File: src/rtl/sap_pkg.sv
// Shared SAP datapath definitions: default width, control-word bit positions
// and flag bit positions used by the ALU operand stage.
package sap_pkg;

  localparam int DATA_WIDTH = 8;

  localparam int CW_AI    = 0;
  localparam int CW_AO    = 1;
  localparam int CW_BI    = 2;
  localparam int CW_SU    = 3;
  localparam int CW_EO    = 4;
  localparam int CW_FI    = 5;
  localparam int CW_WIDTH = 6;

  localparam int FLAG_C     = 0;
  localparam int FLAG_Z     = 1;
  localparam int FLAG_WIDTH = 2;

endpackage

File: src/rtl/sap_load_register.sv
// Load-enabled register with asynchronous active-low reset to a fixed value.
module sap_load_register #(
  parameter int               WIDTH     = 8,
  parameter logic [WIDTH-1:0] RESET_VAL = '0
) (
  input  logic             clk,
  input  logic             rst_n,
  input  logic             load,
  input  logic [WIDTH-1:0] d,
  output logic [WIDTH-1:0] q
);

  always_ff @(posedge clk or negedge rst_n) begin
    if (!rst_n)
      q <= RESET_VAL;
    else if (load)
      q <= d;
  end

endmodule

File: src/rtl/sap_alu_operand_stage.sv
// Operand/flag stage feeding the SAP carry-lookahead adder slices: holds A and B,
// applies subtract inversion, captures carry/zero flags and muxes A or the sum onto the bus.
module sap_alu_operand_stage
  import sap_pkg::*;
#(
  parameter int                    DATA_WIDTH = sap_pkg::DATA_WIDTH,
  parameter logic [DATA_WIDTH-1:0] RESET_VAL  = '0
) (
  input  logic                  clk,
  input  logic                  rst_n,
  input  logic [DATA_WIDTH-1:0] bus_in,
  input  logic                  ai,
  input  logic                  ao,
  input  logic                  bi,
  input  logic                  su,
  input  logic                  eo,
  input  logic                  fi,
  input  logic [DATA_WIDTH-1:0] alu_sum,
  input  logic                  alu_cout,
  output logic [DATA_WIDTH-1:0] adder_a,
  output logic [DATA_WIDTH-1:0] adder_b,
  output logic                  adder_cin,
  output logic [DATA_WIDTH-1:0] bus_out,
  output logic                  bus_oe,
  output logic                  flag_c,
  output logic                  flag_z,
  output logic                  err_bus
);

  logic [CW_WIDTH-1:0]   ctrl;
  logic [DATA_WIDTH-1:0] a_q;
  logic [DATA_WIDTH-1:0] b_q;
  logic [FLAG_WIDTH-1:0] flags_q;

  assign ctrl = {fi, eo, su, bi, ao, ai};

  sap_load_register #(.WIDTH(DATA_WIDTH), .RESET_VAL(RESET_VAL)) u_reg_a (
    .clk   (clk),
    .rst_n (rst_n),
    .load  (ctrl[CW_AI]),
    .d     (bus_in),
    .q     (a_q)
  );

  sap_load_register #(.WIDTH(DATA_WIDTH), .RESET_VAL(RESET_VAL)) u_reg_b (
    .clk   (clk),
    .rst_n (rst_n),
    .load  (ctrl[CW_BI]),
    .d     (bus_in),
    .q     (b_q)
  );

  // Subtraction is A + ~B + 1: invert B and feed su as the slice carry-in.
  assign adder_a   = a_q;
  assign adder_b   = b_q ^ {DATA_WIDTH{ctrl[CW_SU]}};
  assign adder_cin = ctrl[CW_SU];

  // The sum wins when both drivers are enabled; err_bus records that contention.
  always_comb begin
    bus_out = '0;
    if (ctrl[CW_EO])
      bus_out = alu_sum;
    else if (ctrl[CW_AO])
      bus_out = a_q;
  end

  assign bus_oe = ctrl[CW_AO] | ctrl[CW_EO];

  always_ff @(posedge clk or negedge rst_n) begin
    if (!rst_n) begin
      flags_q <= '0;
      err_bus <= 1'b0;
    end else begin
      if (ctrl[CW_FI]) begin
        flags_q[FLAG_C] <= alu_cout;
        flags_q[FLAG_Z] <= (alu_sum == '0);
      end
      if (ctrl[CW_AO] && ctrl[CW_EO])
        err_bus <= 1'b1;
    end
  end

  assign flag_c = flags_q[FLAG_C];
  assign flag_z = flags_q[FLAG_Z];

endmodule

File: config.mk
export PLATFORM = sky130hd
export DESIGN_NAME = sap_alu_operand_stage
export DESIGN_NICKNAME = d
export VERILOG_FILES = /design/src/rtl/sap_pkg.sv /design/src/rtl/sap_load_register.sv /design/src/rtl/sap_alu_operand_stage.sv
export SDC_FILE = /design/constraint.sdc
export NUM_CORES = 1
export LEC_CHECK = 0
export ABC_AREA = 1
export BUFFER_PORTS_ARGS = -buffer_cell sky130_fd_sc_hd__buf_2
export CORE_MARGIN = 2
export CORE_UTILIZATION = 43
export CTS_BUF_LIST = sky130_fd_sc_hd__clkbuf_4 sky130_fd_sc_hd__clkbuf_8
export DETAILED_ROUTE_END_ITERATION = 10
export PLACE_DENSITY_LB_ADDON = 0.15
export SLEW_MARGIN = 0
export SYNTH_ARGS = -nofsm -noshare
export SYNTH_HDL_FRONTEND = slang
export SYNTH_SLANG_ARGS = --single-unit
File: constraint.sdc
create_clock -name clk -period 0.85 [get_ports clk]
set_input_delay 0.17 -clock clk [delete_from_list [all_inputs] [get_ports clk]]
set_output_delay 0.17 -clock clk [all_outputs]
set_load 0.01 [all_outputs]
==> out/metrics.cfg <==
[detailed_routing]
avgRoutedWirePerCell_um = 11.3
dr_total_vias = 869
viasPerCell = 4.48
drt_pre_antenna_iters = 4
ant_nets = 0
drt-initial-drc-count = 18
routed_wl_um = 2190
post-route-drc-count = 0

[logic_synthesis]
yosysMostFrequentCell = nand2_1
synth_cells = 97
synth-seq-cells = 19
syn_area_um2 = 958
synth_flop_cell = dfrtp_1
synth_common_cells = 20 x nand2_1, 19 x dfrtp_1, 15 x inv_1
synth_compound_area_share_pct = 9.92
yosys_warnings = 0
synthAdderAreaFrac_pct = 0
synth-edff-count = 0
synth_top_family_by_area = multiplexers
synth_top_area_share_pct = 49.6
syn_avg_cell_area_um2 = 9.88
ys_top_cells_by_area = dfrtp_1 50%, mux2_4 13%, nand2_1 7.8%
yosys.area.top_type = dfrtp_1
yosysUniqueCellTypes = 15
synthMuxAreaShare_pct = 12.5
yosys.area_share.simple_pct = 10.8
seq_area_frac_synth_pct = 49.6
yosys.area_share.xor_xnor_pct = 7.31
ys_async_sr_fraction_pct = 100
syn_nets = 122

[power]
finalPower_mw = 2.16
intPower_mw = 1.53
peakVddDrop_v = 0.00102
leakage_nw = 0.821
power.switching_mw = 0.629
p_sw_share_pct = 29.1
seqPwrFrac_pct = 47.9
powerDensity_mw_per_mm2 = 1470
clkPwrFrac_pct = 20.3
comb_power_share_pct = 31.9

[critical_path]
critPathArrivalTime_ns = 1.00
criticalPathCategory = register to primary output
ff2ff_path_depth = 2
critPathRequiredTime_ns = 0.68
path_max_fanout = 2
critPathCaptureType = primary output
start_kind = register

[die]
start_util_pct = 44.6
core_area_mm2 = 0.00215
die_w_um = 51.2
dieArea_mm2 = 0.00262
rows = 17
die_h_um = 51.2
num_io_pins = 54

[final_layout]
diodes = 0
n_fill_cell = 178
stdcell_area_mm2 = 0.00147
final_cells = 194
drive_gt1_share_pct = 58.4
area_growth_pct = 53.5
final_nets = 192

[sta]
fmax_ghz = 0.851
rsz0062_at_grt = yes
worstMarginPinSlew_ns = 0.403
slew_violations = 0
fin_crit_ns = 1.17
setup_viol = 29
fin_crit_sh_pct = 138
relSlewSlack_pct = 73.1
hold_viol = 0
worst_slack_ns = -0.325
skew_ns = 0

[grt]
grt_util_all_layers_pct = 17.9
grt_max_degree = 20
overflow = 0
grt_pass1_vias = 735
grt_pass1_wl_um = 3400
antenna_found_initial = 0

[clocking]
cts_tree = yes
cts_max_level = 1
cts.sinks = 19
path_clk_slew_ns = 0.10
cts_buffer_depth = 2
cts_buffers = 3
clockRootBuffer = clkbuf_4
clk_latency_ns = 0.28

[placement]
place_congestion = 0.678
post-dp-hpwl_um = 1610
portBuffers = 53
post-place-ws_ns = -0.116
dpl-instance-area_mm2 = 0.00122
post-place-cells = 174

[min_path]
whs_path_depth = 3
hold_path.class = input port to register

[flow_run]
maxCapViolations = 0

[outcome]
outcome = complete, but fails checks
violations = negative setup slack

## cell usage in the layout (no fill, tap or decap)
cell	count
o22ai_1	1
buf_2	46
inv_1	8
buf_6	10
xor2_1	8
o22ai_2	5
o21ai_0	4
nand2_1	20
nor2_1	3
dfrtp_1	19
o21ai_2	2
buf_4	12
clkbuf_4	3
nand2_4	1
inv_2	8
dlygate4sd3_1	1
clkinv_2	1
mux2_4	8
or2_4	1
a21o_1	1
o21ai_1	4
## worst paths after layout
check | slack, ns | start | to
max in group asynchronous | 0.23 | rst_n | u_reg_b.q[0]$_DFFE_PN0P_
max reg2reg | -0.05 | u_reg_b.q[3]$_DFFE_PN0P_ | u_reg_b.q[3]$_DFFE_PN0P_
min | 0.08 | alu_cout | flags_q[0]$_DFFE_PN0P_
min in group asynchronous | 0.34 | rst_n | flags_q[0]$_DFFE_PN0P_
max | -0.32 | u_reg_b.q[3]$_DFFE_PN0P_ | adder_b[3]
min reg2reg | 0.46 | err_bus$_DFFE_PN0P_ | err_bus$_DFFE_PN0P_
## worst max-delay path, stage by stage, from the launching register on
cell	delay [ns]
dfrtp_1	0.40
xor2_1	0.16
buf_2	0.16
## flip-flops by register name (all words and copies together) (netlist names)
signal     count
err_bus        1
flags_q        2
u_reg_a.q      8
u_reg_b.q      8
## stage by stage
| stage | TNS [ns] | hold WS (ns) | util (%) |
|---|---|---|---|
| after floorplan | 0 | -0.126 | - |
| after global routing | -8.38 | 0.0590 | 68.5 |
| final | -6.71 | 0.0771 | 68.5 |
| after CTS | -6.64 | 0.0710 | 63.9 |
| after global placement | -0.990 | 0.124 | 57.0 |
| after detailed placement | -1.31 | 0.121 | 57.0 |
## layer usage
| layer | track usage [%] | up-vias | part of all wire [%] |
|---|---|---|---|
| met1 | 24.5 | 389 | 44 |
| met5 | 0 | - | 0 |
| met2 | 27.9 | 38 | 47 |
| li1 | - | 440 | - |
| met3 | 3.80 | 2 | 8.1 |
| met4 | 6.58 | 0 | 0.46 |
## cell type report
type                    count  area (µm²)  area share [%]
flip-flops and latches     19         475            32.3
repair buffers             69         443            30.1
clock buffers               3        22.5            1.53
clock inverters             1        5.00           0.340
multi-input cells          58         430            29.3
inverters                  16        60.1            4.08
well taps                  28        35.0            2.38
## logic make-up (layout without fill, tap and decap cells)
group | count (synthesis) | count (layout)
AO/OA/AOI/OAI | 17 | 17
XOR/XNOR | 8 | 8
buffers and inverters | 20 | 89
flip-flops | 19 | 19
multiplexers | 8 | 8
AND/OR/NAND/NOR | 25 | 25
## power by group through the flow
stage	Clock, mW	Combinational [mW]	Sequential [mW]
floorplan	0	0.271	1.06
global placement	0	0.512	1.04
detailed placement	0	0.517	1.04
CTS	0.454	0.615	1.03
global route	0.507	0.752	1.04
finish	0.438	0.689	1.03
## repair_timing
action,CTS,global route
hold buffers,1,0
pin swaps,8,2
gates resized for setup,12,19
hold endpoints to repair,19,0
setup buffers,11,6
setup endpoints to repair,28,31
(Power assumes the default switching activity.)
